--- src/rtl/presc_counter_bank.sv ---
// Bank of NCH independent event counters, each fed through a programmable prescaler.
// Outputs are registered; Sel or CfgCh values that address a missing channel are ignored.
module presc_counter_bank #(
    parameter int WIDTH = 64,
    parameter int NCH   = 2,
    parameter int PSW   = 3,
    parameter int SAT   = 0,
    localparam int SW   = (NCH > 1) ? $clog2(NCH) : 1
) (
    input  logic                 Clk,
    input  logic                 Reset,
    input  logic                 En,
    input  logic [SW-1:0]        Sel,
    input  logic [NCH-1:0]       Clr,
    input  logic                 CfgWe,
    input  logic [SW-1:0]        CfgCh,
    input  logic [PSW-1:0]       CfgDiv,
    output logic [NCH*WIDTH-1:0] Count,
    output logic [NCH-1:0]       Tick,
    output logic [NCH-1:0]       Ovf
);

    logic [WIDTH-1:0] cnt_q [NCH] = '{default: '0};
    logic [WIDTH-1:0] cnt_d [NCH];
    logic [PSW-1:0]   pre_q [NCH] = '{default: '0};
    logic [PSW-1:0]   pre_d [NCH];
    logic [PSW-1:0]   div_q [NCH] = '{default: '0};
    logic [PSW-1:0]   div_d [NCH];
    logic [NCH-1:0]   tick_q = '0;
    logic [NCH-1:0]   tick_d;
    logic [NCH-1:0]   ovf_q = '0;
    logic [NCH-1:0]   ovf_d;

    logic [NCH-1:0]   ev;
    logic [NCH-1:0]   inc;
    logic [NCH-1:0]   cfg;

    always_comb begin
        ev  = '0;
        inc = '0;
        cfg = '0;
        for (int c = 0; c < NCH; c++) begin
            ev[c]  = En && (int'(Sel) == c) && !Clr[c];
            inc[c] = ev[c] && (pre_q[c] == div_q[c]);
            cfg[c] = CfgWe && (int'(CfgCh) == c);
        end
    end

    always_comb begin
        tick_d = '0;
        ovf_d  = ovf_q;
        for (int c = 0; c < NCH; c++) begin
            cnt_d[c] = cnt_q[c];
            pre_d[c] = pre_q[c];
            div_d[c] = div_q[c];

            if (ev[c]) begin
                pre_d[c] = inc[c] ? '0 : pre_q[c] + PSW'(1);
            end
            if (inc[c]) begin
                tick_d[c] = 1'b1;
                if (&cnt_q[c]) begin
                    ovf_d[c] = 1'b1;
                    cnt_d[c] = (SAT != 0) ? cnt_q[c] : '0;
                end else begin
                    cnt_d[c] = cnt_q[c] + WIDTH'(1);
                end
            end
            // The event above was judged against the old divisor; the write only restarts pre.
            if (cfg[c]) begin
                div_d[c] = CfgDiv;
                pre_d[c] = '0;
            end
            if (Clr[c]) begin
                cnt_d[c]  = '0;
                pre_d[c]  = '0;
                ovf_d[c]  = 1'b0;
                tick_d[c] = 1'b0;
            end
            if (Reset) begin
                cnt_d[c] = '0;
                pre_d[c] = '0;
                div_d[c] = '0;
            end
        end
        if (Reset) begin
            tick_d = '0;
            ovf_d  = '0;
        end
    end

    always_ff @(posedge Clk) begin
        cnt_q  <= cnt_d;
        pre_q  <= pre_d;
        div_q  <= div_d;
        tick_q <= tick_d;
        ovf_q  <= ovf_d;
    end

    always_comb begin
        Count = '0;
        for (int c = 0; c < NCH; c++) begin
            Count[c*WIDTH +: WIDTH] = cnt_q[c];
        end
    end

    assign Tick = tick_q;
    assign Ovf  = ovf_q;

endmodule

--- config.mk ---
export PLATFORM = sky130hd
export DESIGN_NAME = presc_counter_bank
export DESIGN_NICKNAME = d
export VERILOG_FILES = /design/src/rtl/presc_counter_bank.sv
export SDC_FILE = /design/constraint.sdc
export NUM_CORES = 1
export LEC_CHECK = 0
export ABC_AREA = 0
export BUFFER_PORTS_ARGS = -buffer_cell sky130_fd_sc_hd__buf_2
export CAP_MARGIN = 20
export CELL_PAD_IN_SITES_DETAIL_PLACEMENT = 1
export CELL_PAD_IN_SITES_GLOBAL_PLACEMENT = 2
export CORE_MARGIN = 4
export CORE_UTILIZATION = 36
export CTS_BUF_LIST = sky130_fd_sc_hd__clkbuf_8
export CTS_CLUSTER_DIAMETER = 200
export CTS_CLUSTER_SIZE = 25
export DETAILED_ROUTE_END_ITERATION = 10
export PLACE_DENSITY = 0.95
export SETUP_SLACK_MARGIN = 0.05
export SLEW_MARGIN = 20
export SYNTH_ARGS = -nofsm -noshare
export SYNTH_HDL_FRONTEND = slang
export SYNTH_SLANG_ARGS = --single-unit
--- constraint.sdc ---
create_clock -name Clk -period 6.1 [get_ports Clk]
set_clock_uncertainty 0.05 [all_clocks]
set_input_delay 1.22 -clock Clk [delete_from_list [all_inputs] [get_ports Clk]]
set_output_delay 1.22 -clock Clk [all_outputs]
set_load 0.02 [all_outputs]
==> reports/qor.yml <==
post_cts_buffers: 0
grt_max_degree: 64
crit_required_ns: 6.37
finalHoldViolations: 0
gr-total-overflow: 0
max_freq_ghz: 0.256
synth.net_count: 862
htree_levels: 4
grt_pass1_vias: 6916
slew_viol_final: 0
syn_inst: 847
clkLatencyLatePin_ns: 0.46
finalInstanceArea_um2: 8460
vias_per_cell: 5.68
dr.pass1.iters: 5
crit_path_start_kind: "input port"
dp_hpwl_mm: 15.5
row_count: 50
grt_setup_unrepaired: "false"
synth_common_cells: "dfxtp_1 (144), nand2_1 (62), nand3_1 (56)"
wl_per_cell_um: 17.7
drv_cap: 0
p_leak_nw: 2.78
antenna_left: 0
power_density_nw_per_um2: 225
crit_buf_inv: 2
place_area_um2: 7980
arrival_ns: 4.18
start_util_pct: 37.2
antenna_found_initial: 0
reg2reg_depth: 6
cts-resized-gates: 0
die_area_um2: 21900
crit_slowest_cell: "and4_1"
port_buffers: 142
cp_cell_sequence: "buf_2 -> nor3b_1 -> and4_1 -> nand3_1 -> o31ai_4 -> buf_4 -> nor2_1"
design.portCount: 143
crit_path_end_kind: "flip-flop"
core_um2: 19000
yosysMostFrequentCell: "dfxtp_1"
pwr-share-seq_pct: 49.7
min_delay_path_depth: 2
die_h_um: 148
finalSetupTns_ns: 0
synthFlopType: "dfxtp_1"
synth_top_area_share_pct: 40.9
path_depth: 7
period_minus_slack_ns: 3.90
synth.avg_cell_area_um2: 8.33
ir_drop_v: 0.000147
ctsHoldBuffers: 0
final_cell_count_no_fill: 1245
nets: 987
clk_pin_slew_ns: 0.08
ys_types: 44
pwr-share-comb_pct: 2.3
grt_pass1_wl_mm: 36.1
p_clk_share_pct: 48.0
clk_path_buf_depth: 2
setup_viol: 0
place_congestion: 0.786
grt.total_usage_pct: 19.9
drt-total-wl_mm: 22.0
critPathTopFamily: "simple AND/OR/NAND/NOR gates"
cts_tree: "done"
area_delta_synth_final_pct: 19.9
clock-root-buffer: "clkbuf_8"
drc: 0
p_int_mw: 1.46
relSlewSlack_pct: 48.5
holdCritPathClass: "reg2reg"
worst-path-max-fanout: 38
syn_area_um2: 7050
ys_seq_elements: 144
drtIter0Drc: 360
vias: 7069
synthArstFlopShare_pct: 0
power_switching_mw: 0.439
cts_num_sinks: 144
crit_type: "in2reg"
drive_gt1_share_pct: 20.1
cts_made_buffers: 17
num_antenna_cells: 0
swShare_pct: 23.1
placedCellCount: 1213
fin_total_pwr_mw: 1.90
die_w_um: 148
synth-seq-area-share_pct: 40.9
synth_warnings: 0
synth_top_area_cell: "dfxtp_1"
status: "complete, no violations"
ys_top_cells_by_area: "dfxtp_1 (41%), xnor2_1 (4.7%), or3_1 (4.4%)"
period_share_pct: 64.0
synth_edf_count: 0
cpPeakStageDelay_ns: 0.74
tightest_slew_ns: 0.766
[power by group through the flow]
stage                     Sequential [mW]  Combinational [mW]  Clock (mW)
after detailed placement            0.966              0.0439           0
after global placement              0.966              0.0433           0
after CTS                           0.944              0.0442       0.935
after global routing                0.944              0.0483       0.976
final                               0.944              0.0438       0.911
after floorplan                     0.966              0.0274           0
[final cells by class]
class                      count  area [µm²]
timing repair buffer         149         763
fill                        2333       10500
clock inverter                14         228
sequential                   144        2880
tap                          260         325
multi-input combinational    637        3920
inverter                      23        86.3
clock buffer                  18         248
[cell families (layout without fill, tap and decap cells)]
group / after synthesis / in the layout / share of synthesized area [%]
xor gates and xnor gates: 57 / 57 / 7.08
AOI/OAI and AO/OA: 163 / 163 / 14.4
adders and majority gates: 4 / 4 / 0.710
DFF: 144 / 144 / 40.9
muxes: 6 / 6 / 0.852
and+or+nand+nor: 407 / 407 / 32.4
buffers and inverters: 66 / 204 / 3.71
[stage by stage]
step | util (%) | setup WS, ns | hold WS, ns
3_3_place_gp | 42.1 | 1.86 | 0.410
5_1_grt | 44.6 | 1.91 | 0.451
6_report | 44.6 | 2.20 | 0.428
2_1_floorplan | - | 2.90 | 0.399
4_1_cts | 44.6 | 2.24 | 0.431
3_5_place_dp | 42.1 | 1.78 | 0.419
[registers in the layout (all words and copies together) (netlist names)]
name / flops
div_q: 6
pre_q: 6
Count: 128
Tick: 2
Ovf: 2
[worst paths after layout]
kind	startpoint	to	slack (ns)
max	Sel	Count[2]	2.20
min	div_q[0]	div_q[0]	0.43
max reg2reg	Count[64]	Count[110]	2.81
min reg2reg	div_q[0]	div_q[0]	0.43
[metal layers]
layer	wire length, µm	up-vias	GRT usage, %	part of all wire [%]
met5	0	-	0	0
met3	694	23	3.86	3.2
met2	10400	130	32.9	47
met1	10600	3484	26.6	48
met4	312	0	5.59	1.4
li1	-	3432	-	-
[cells in the final DEF, fill, tap and decap left out, types with 3 or more instances in the layout]
master / synthesis / routed
dfxtp_1: 144 / 144
buf_2: 11 / 142
nand2_1: 62 / 62
nand3_1: 56 / 56
or3_1: 50 / 50
a21oi_1: 50 / 50
nand4_1: 48 / 48
nor3_1: 48 / 48
nor2_1: 44 / 44
o21ai_0: 43 / 43
xnor2_1: 38 / 38
or4_1: 34 / 34
o31ai_1: 31 / 31
a211oi_1: 28 / 28
inv_1: 23 / 23
nor4_1: 20 / 20
xor2_1: 19 / 19
clkbuf_8: 0 / 18
and4_1: 13 / 13
buf_4: 0 / 7
or2_2: 6 / 6
and3_1: 6 / 6
mux2i_1: 6 / 6
bufinv_16: 0 / 5
ha_1: 4 / 4
inv_6: 0 / 4
and2_1: 3 / 3
a211oi_2: 3 / 3
clkinvlp_4: 0 / 3
[worst register-to-register path, delay by kind of cell (launching register included)]
family,cells,cell delay [ns]
compound gates,1,0.23
flops,1,0.48
simple gates,4,2.24
fa+ha+maj,1,0.21
Note: power is estimated with default switching activity, not from simulation.
